**src/rtl/fir_tap_sched.sv**
```systemverilog
// fir_tap_sched: time-multiplexed FIR MAC sequencer driving one shared fpu_mul and fpu_add; FIR_TAP_SCHED_STALL_CNT_EN adds a stall counter.
// Latency: accept to out_valid = 1 + TAPS*(MUL_LAT+1) + (TAPS-1)*(ADD_LAT+1) cycles (36 at defaults).
// Backpressure: in_ready only while IDLE; the result is held in OUT until out_ready; one sample in flight.
`timescale 1ns/1ps
module fir_tap_sched #(
    parameter int TAPS    = 4,
    parameter int ADDR_W  = 2,
    parameter int MUL_LAT = 4,
    parameter int ADD_LAT = 4
) (
    input  logic              clock,
    input  logic              reset,
    input  logic              in_valid,
    output logic              in_ready,
    input  logic [31:0]       in_data,
    input  logic              coef_we,
    input  logic [ADDR_W-1:0] coef_addr,
    input  logic [31:0]       coef_wdata,
    output logic              coef_err,
    output logic [31:0]       mul_opa,
    output logic [31:0]       mul_opb,
    input  logic [31:0]       mul_out,
    output logic [31:0]       add_opa,
    output logic [31:0]       add_opb,
    input  logic [31:0]       add_out,
    output logic              out_valid,
    input  logic              out_ready,
    output logic [31:0]       out_data,
    output logic              busy
`ifdef FIR_TAP_SCHED_STALL_CNT_EN
    ,
    output logic [31:0]       stall_cnt
`endif
);

    localparam int LAT_MAX = (MUL_LAT > ADD_LAT) ? MUL_LAT : ADD_LAT;
    localparam int CNT_W   = $clog2(LAT_MAX + 1);

    typedef enum logic [2:0] {IDLE, MUL, MWAIT, ADD, AWAIT, OUT} state_t;

    state_t            state;
    state_t            state_nxt;
    logic [31:0]       coef  [TAPS];
    logic [31:0]       dline [TAPS];
    logic [ADDR_W-1:0] wptr;
    logic [ADDR_W-1:0] head;
    logic [ADDR_W-1:0] tap;
    logic [ADDR_W-1:0] ridx;
    logic [CNT_W-1:0]  cnt;
    logic [31:0]       acc;
    logic [31:0]       prod;
    logic              accept;
    logic              coef_ok;
    logic              mul_cap;
    logic              add_cap;
    logic              last_tap;

    assign accept   = (state == IDLE) && in_valid && !reset;
    assign coef_ok  = (state == IDLE) && (int'(coef_addr) < TAPS);
    // The shared units have no valid flag: capture on a fixed count only.
    assign mul_cap  = (state == MWAIT) && (cnt == CNT_W'(MUL_LAT - 1));
    assign add_cap  = (state == AWAIT) && (cnt == CNT_W'(ADD_LAT - 1));
    assign last_tap = (tap == ADDR_W'(TAPS - 1));

    // Ring index of x[n-tap], modulo TAPS (TAPS need not be a power of two).
    always_comb begin
        ridx = '0;
        if (head >= tap) begin
            ridx = head - tap;
        end else begin
            ridx = ADDR_W'(TAPS + int'(head) - int'(tap));
        end
    end

    always_ff @(posedge clock) begin
        if (reset) begin
            state <= IDLE;
        end else begin
            state <= state_nxt;
        end
    end

    always_comb begin
        state_nxt = state;
        in_ready  = 1'b0;
        busy      = 1'b1;
        out_valid = 1'b0;
        out_data  = '0;
        mul_opa   = '0;
        mul_opb   = '0;
        add_opa   = '0;
        add_opb   = '0;
        case (state)
            IDLE: begin
                busy     = 1'b0;
                in_ready = !reset;
                if (accept) begin
                    state_nxt = MUL;
                end
            end
            MUL: begin
                mul_opa   = coef[tap];
                mul_opb   = dline[ridx];
                state_nxt = MWAIT;
            end
            MWAIT: begin
                mul_opa = coef[tap];
                mul_opb = dline[ridx];
                if (mul_cap) begin
                    if (tap != '0) begin
                        state_nxt = ADD;
                    end else if (TAPS == 1) begin
                        state_nxt = OUT;
                    end else begin
                        state_nxt = MUL;
                    end
                end
            end
            ADD: begin
                add_opa   = acc;
                add_opb   = prod;
                state_nxt = AWAIT;
            end
            AWAIT: begin
                add_opa = acc;
                add_opb = prod;
                if (add_cap) begin
                    state_nxt = last_tap ? OUT : MUL;
                end
            end
            OUT: begin
                out_valid = 1'b1;
                out_data  = acc;
                if (out_ready) begin
                    state_nxt = IDLE;
                end
            end
            default: state_nxt = IDLE;
        endcase
    end

    always_ff @(posedge clock) begin
        if (reset) begin
            wptr     <= '0;
            head     <= '0;
            tap      <= '0;
            cnt      <= '0;
            acc      <= '0;
            prod     <= '0;
            coef_err <= 1'b0;
            for (int i = 0; i < TAPS; i++) begin
                coef[i]  <= '0;
                dline[i] <= '0;
            end
        end else begin
            coef_err <= coef_we && !coef_ok;
            // Lands in the same edge as an accept, so MUL sees the new value.
            if (coef_we && coef_ok) begin
                coef[coef_addr] <= coef_wdata;
            end
            if (accept) begin
                dline[wptr] <= in_data;
                head        <= wptr;
                wptr        <= last_wptr(wptr) ? '0 : wptr + ADDR_W'(1);
                tap         <= '0;
            end
            case (state)
                MUL, ADD: cnt <= '0;
                MWAIT: begin
                    if (mul_cap) begin
                        prod <= mul_out;
                        if (tap == '0) begin
                            acc <= mul_out;
                            tap <= tap + ADDR_W'(1);
                        end
                    end else begin
                        cnt <= cnt + CNT_W'(1);
                    end
                end
                AWAIT: begin
                    if (add_cap) begin
                        acc <= add_out;
                        if (!last_tap) begin
                            tap <= tap + ADDR_W'(1);
                        end
                    end else begin
                        cnt <= cnt + CNT_W'(1);
                    end
                end
                default: ;
            endcase
        end
    end

    function automatic logic last_wptr(input logic [ADDR_W-1:0] p);
        return p == ADDR_W'(TAPS - 1);
    endfunction

`ifdef FIR_TAP_SCHED_STALL_CNT_EN
    always_ff @(posedge clock) begin
        if (reset) begin
            stall_cnt <= '0;
        end else if (out_valid && !out_ready && (stall_cnt != '1)) begin
            stall_cnt <= stall_cnt + 32'd1;
        end
    end
`endif

endmodule
```
**config.mk**
```make
export PLATFORM = sky130hd
export DESIGN_NAME = fir_tap_sched
export DESIGN_NICKNAME = d
export VERILOG_FILES = /design/src/rtl/fir_tap_sched.sv
export SDC_FILE = /design/constraint.sdc
export NUM_CORES = 1
export LEC_CHECK = 0
export ABC_CLOCK_PERIOD_IN_PS = 7300
export BUFFER_PORTS_ARGS = -buffer_cell sky130_fd_sc_hd__buf_2
export CORE_AREA = 2 2 164 166
export DETAILED_ROUTE_END_ITERATION = 10
export DIE_AREA = 0 0 166 168
export GPL_ROUTABILITY_DRIVEN = 1
export GPL_TIMING_DRIVEN = 0
export HOLD_SLACK_MARGIN = 0.03
export MAX_ROUTING_LAYER = met4
export PLACE_DENSITY_LB_ADDON = 0.12
export RECOVER_POWER = 25
export SETUP_SLACK_MARGIN = 0.02
export SLEW_MARGIN = 20
export SYNTH_ARGS = -nofsm -noshare
export SYNTH_HDL_FRONTEND = slang
export SYNTH_SLANG_ARGS = --single-unit
```
**constraint.sdc**
```tcl
create_clock -name clock -period 7.3 [get_ports clock]
set_clock_uncertainty 0.15 [all_clocks]
set_input_delay 1.825 -clock clock [delete_from_list [all_inputs] [get_ports clock]]
set_output_delay 1.825 -clock clock [all_outputs]
set_load 0.01 [all_outputs]
```
==> qor.csv, run 1 <==
metric,value,unit
outcome,"complete, but fails checks",
violations,"capacitance limit, slew limit",
grt.overflow.total,0,
vdd_ir_drop_max,184,uV
drtIter0Drc,894,
multi_input_area,0.00568,mm2
rows,60,
finalCriticalPeriod,5.46,ns
grt_pass1_vias,11000,
start_kind,input port,
dieHeight,168,um
r2r_setup_slack,3.54,ns
finalPower,0.00449,W
numClockSinks,333,
finalSetupViolations,0,
fin_tns_setup,0,ns
drc,0,
syn-instance-count,1267,
syn_area_per_cell,12.2,um2
cts_resized,0,
yosys-top-cells-count,"and2_1 (321), edfxtp_1 (256), nand2_1 (104)",
synth.area.top_cells,"edfxtp_1 (50%), and2_1 (13%), dfxtp_1 (10%)",
end_kind,output pin,
seqCellArea,0.00923,mm2
grt_max_degree,33,
place_ws,2.30,ns
leakage,8.00,nW
die_area,0.0279,mm2
postLayoutSetupSlackWorst,1.84,ns
synth_fp_nets,1408,
synth-async-reset-ratio,0,%
worstMarginPinSlew,1.68,ns
n_fill_cell,2016,
critical_path_class,in2out,
crit_family,simple AND/OR/NAND/NOR gates,
gp_congestion,0.837,
syn_area,0.0155,mm2
netlist.area_leader.share,49.7,%
worst_path_largest_cell_delay,0.83,ns
core_area,0.0264,mm2
cp.buffers_inverters,3,
reg2regPathDepth,4,
antenna_found_initial,13,
min_to,prod[10],
clkSlewWorstSetupHoldPaths,0.06,ns
relSlewSlack,-11.9,%
yosys_warnings,0,
post-dp-hpwl,26.0,mm
initial_core_util,58.7,%
vias,11000,
hp-class,reg2reg,
ctsHoldBuffers,0,
synth_top_cell_by_area,edfxtp_1,
nets,1745,
post_drt_via_cell_ratio,5.56,
hold_viol,0,
cts_max_path_buffers,3,
whs_path_depth,2,
max_clock_freq,183,MHz
fin_crit_sh,74.8,%
cts_tree,built,
critical_path.most_common_cell,clkbuf_1,
reg2reg_from,state[2],
critPathArrivalTime,3.49,ns
powerDensity,243,mW/mm2
grt_pass1_wl,58.5,mm
crit_chain,"clkbuf_1, nor4_1, clkbuf_1, buf_2",
post_drt_wl_per_cell,19.2,um
crit_fanout,10,
area_growth,19.4,%
first_pass_iters,5,
ys_seq_area_share,59.6,%
numCtsBuffers,36,
yosysMostFrequentCell,and2_1,
final_layout_size_suffix_gt1_share,26.1,%
synth_cell_types,51,
cap_viol_max_count,1,
slew_violations,26,
routed_wl,38.1,mm
required,5.33,ns
rr_endpoint,coef[2][13],
die_w,166,um
dominantRegCellSynth,edfxtp_1,
cp.depth,4,
cts_setup_buffers,0,
ant_nets,0,
clock_latency,0.53,ns
slowest_stage,nor4_1,
rsz0062_at_grt,false,
cts-root-buf,clkbuf_16,
pin_count,299,
synth_edf_count,256,
portBuffers,297,
htree_levels,2,
ys_ff_latch,333,
grt_usage,27.6,%
hold_start,prod[10],
cells by family after synthesis:
logic type      after synthesis  share of synthesized area (%)
simple gates                560                           20.8
xor+xnor                      2                          0.283
fa+ha+maj                     7                          0.550
mux                          98                           8.93
buf+inv                     112                           3.35
compound gates              155                           6.41
flops                       333                           59.6
layout make-up:
class | instances | area share [%]
Antenna cell | 13 | 0.176
Multi-Input combinational cell | 822 | 30.7
Timing Repair Buffer | 299 | 8.17
Sequential cell | 333 | 50.0
Clock buffer | 47 | 5.27
Tap cell | 341 | 2.31
Clock inverter | 18 | 0.664
Buffer | 101 | 2.49
Inverter | 11 | 0.224
per-layer routing:
metal	track usage, %	part of all wire, %	up-vias
met1	34.1	41	5373
li1	-	-	5224
met4	8.28	2.5	0
met3	5.55	6.8	72
met2	46.4	50	373
met5	-	0	-
cells in the final DEF (no fill, tap or decap), drive strengths merged, types with 11 or more instances in the layout:
cell type / n
mux2i: 66
and2: 321
dfxtp: 77
a311oi: 32
diode: 13
o22ai: 32
and3: 64
clkbuf: 118
clkinv: 11
mux4: 32
nor2: 38
inv: 15
edfxtp: 256
o21ai: 36
a21oi: 44
buf: 329
nand2: 104
how the worst max path moves through the flow:
stage | from | to | slack (ns)
finish | reset | in_ready | 1.84
global route | reset | in_ready | 1.66
CTS | reset | in_ready | 2.29
detailed placement | reset | in_ready | 2.30
global placement | reset | in_ready | 2.31
floorplan | reset | in_ready | 2.86
sequential cells by signal, summed over array words and instances (netlist names):
signal	cells
prod	32
dline	128
state	3
coef	128
head	2
coef_err	1
wptr	2
tap	2
cnt	3
acc	32
stage by stage:
step,util [%],cell area (um2),hold WS (ns),cells
final,70.1,18500,0.299,1985
after global routing,70.1,18500,0.314,1985
after CTS,70.3,18500,0.300,1972
after detailed placement,66.1,17400,0.292,1907
after global placement,66.0,17400,0.289,1905
after floorplan,-,15500,0.282,1267
power breakdown:
group	switching, W	leakage (nW)	internal [W]
sequential	0.0000328	3.28	0.00217
combinational	0.000381	4.19	0.000206
clock	0.000725	0.535	0.000981
tightest hold or removal path, delay by kind of cell (launching register included):
kind	cells	cell delay, ns
AO/OA/AOI/OAI	1	0.05
flip-flops	1	0.30
AND/OR/NAND/NOR	1	0.05
Power figures use the tool's default switching activity.
==> run 2, diff against run 1 <==
Settings changed: ABC_CLOCK_PERIOD_IN_PS 7300 to 5510, CORE_AREA 2 2 164 166 to 2 2 170 172, DIE_AREA 0 0 166 168 to 0 0 172 174.
Clock period 7.3 ns to 5.51 ns, I/O delays scaled along.
==> run 2 against run 1 <==
The flow now finishes without violations. Sequential cell count unchanged. Register-to-register slack got worse by 1.8 ns. Non-clock buffer count unchanged. Largest power group unchanged. Highest routed layer unchanged.
==> qor.csv, run 2 (synthesis results as in run 1) <==
metric,value,unit
htree_levels,2,
hp-class,reg2reg,
antenna_found_initial,6,
crit_fanout,10,
post_drt_via_cell_ratio,5.43,
crit_chain,"clkbuf_1, nor4_1, clkbuf_1, buf_2",
final_layout_size_suffix_gt1_share,25.9,%
cts_tree,built,
biggestRegsByFlops,"coef (128), dline (128)",
max_clock_freq,217,MHz
rows,62,
worst_path_largest_cell_delay,0.91,ns
slowest_stage,nor4_1,
fin_tns_setup,0,ns
nets,1744,
grt.overflow.total,0,
cts_setup_buffers,0,
critical_path.most_common_cell,clkbuf_1,
cts_max_path_buffers,3,
grt_pass1_vias,10900,
core_area,0.0282,mm2
slew_violations,0,
grt_max_degree,33,
postLayoutSetupSlackWorst,0.906,ns
gr-usage-met2,43.4,%
first_pass_iters,5,
seqCellArea,0.00923,mm2
powerDensity,319,mW/mm2
drc,0,
portBuffers,297,
ctsHoldBuffers,0,
n_fill_cell,2300,
vias,11000,
critPathArrivalTime,3.08,ns
multi_input_area,0.00568,mm2
hold_viol,0,
required,3.98,ns
cts-root-buf,clkbuf_16,
fin_crit_sh,83.6,%
area_growth,19.4,%
numCtsBuffers,35,
initial_core_util,54.8,%
gp_congestion,0.847,
numClockSinks,333,
rsz0062_at_grt,false,
post_drt_wl_per_cell,19.0,um
vdd_ir_drop_max,213,uV
final_common_cell,buf_2,
pin_count,299,
critical_path_class,in2out,
ant_nets,0,
worstMarginPinSlew,1.16,ns
routed_wl,38.4,mm
instances_no_fill,2019,
die_w,172,um
clock_latency,0.51,ns
dieHeight,174,um
leakage,7.97,nW
start_kind,input port,
cap_viol_max_count,0,
grt_usage,26.3,%
top_usage_layer,met2,
grt_use_met1,33.5,%
clkSlewWorstSetupHoldPaths,0.06,ns
final_cell_mix,"buf_2 (321), and2_1 (282), edfxtp_1 (256)",
grtUsageMet3,4.74,%
die_area,0.0299,mm2
finalCriticalPeriod,4.60,ns
end_kind,output pin,
grt_pass1_wl,58.7,mm
finalSetupViolations,0,
relSlewSlack,22.0,%
cts_resized,0,
place_ws,1.46,ns
placedCellCount,1950,
post-dp-hpwl,26.3,mm
drtIter0Drc,764,
outcome,completed,
-- run 2: cell count changes in the layout (fill, tap and decap cells not counted), sizes merged --
cell,change
inv,-1
diode,-5
clkinvlp,-2
clkinv,-6
clkbuf,+4
buf,+1
-- run 2: path summary, 6_finish.rpt --
kind	startpoint	end	slack [ns]	cells after the start
min reg2reg	prod[2]	prod[2]	0.30	2
max	reset	in_ready	0.91	4
max reg2reg	state[2]	coef[1][9]	1.76	4
min	prod[2]	prod[2]	0.30	2
-- run 2: power by group --
part | switching (W) | leakage (nW) | internal, W
combinational | 0.000507 | 4.18 | 0.000274
sequential | 0.0000428 | 3.28 | 0.00287
clock | 0.000937 | 0.511 | 0.00127
total | 0.00149 | 7.97 | 0.00442
-- run 2: final cells by class --
cell class,instances,share of cell area (%)
sequential,333,49.9
multi-input combinational,822,30.7
timing repair buffer,299,8.25
clock buffer,52,5.27
tap,384,2.60
buffer,101,2.48
clock inverter,9,0.413
inverter,11,0.223
antenna,8,0.108
-- run 2: metal layers --
metal | vias to the layer above | part of all wire [%]
li1 | 5212 | -
met1 | 5351 | 42
met2 | 334 | 50
met3 | 65 | 6.4
met4 | 0 | 2.1
met5 | - | 0
-- run 2: worst max-delay path, delay by kind of cell --
kind / cells / cell delay, ns
buffers and inverters: 3 / 0.78
AND/OR/NAND/NOR: 1 / 0.91
-- run 2: stage by stage --
| step | hold slack [ns] | power [W] | instance area [um2] | util (%) |
|---|---|---|---|---|
| floorplan | 0.282 | 0.00341 | 15500 | - |
| global placement | 0.289 | 0.00374 | 17400 | 61.8 |
| detailed placement | 0.292 | 0.00376 | 17500 | 61.9 |
| CTS | 0.300 | 0.00596 | 18500 | 65.6 |
| global route | 0.314 | 0.00612 | 18500 | 65.4 |
| finish | 0.299 | 0.00591 | 18500 | 65.5 |
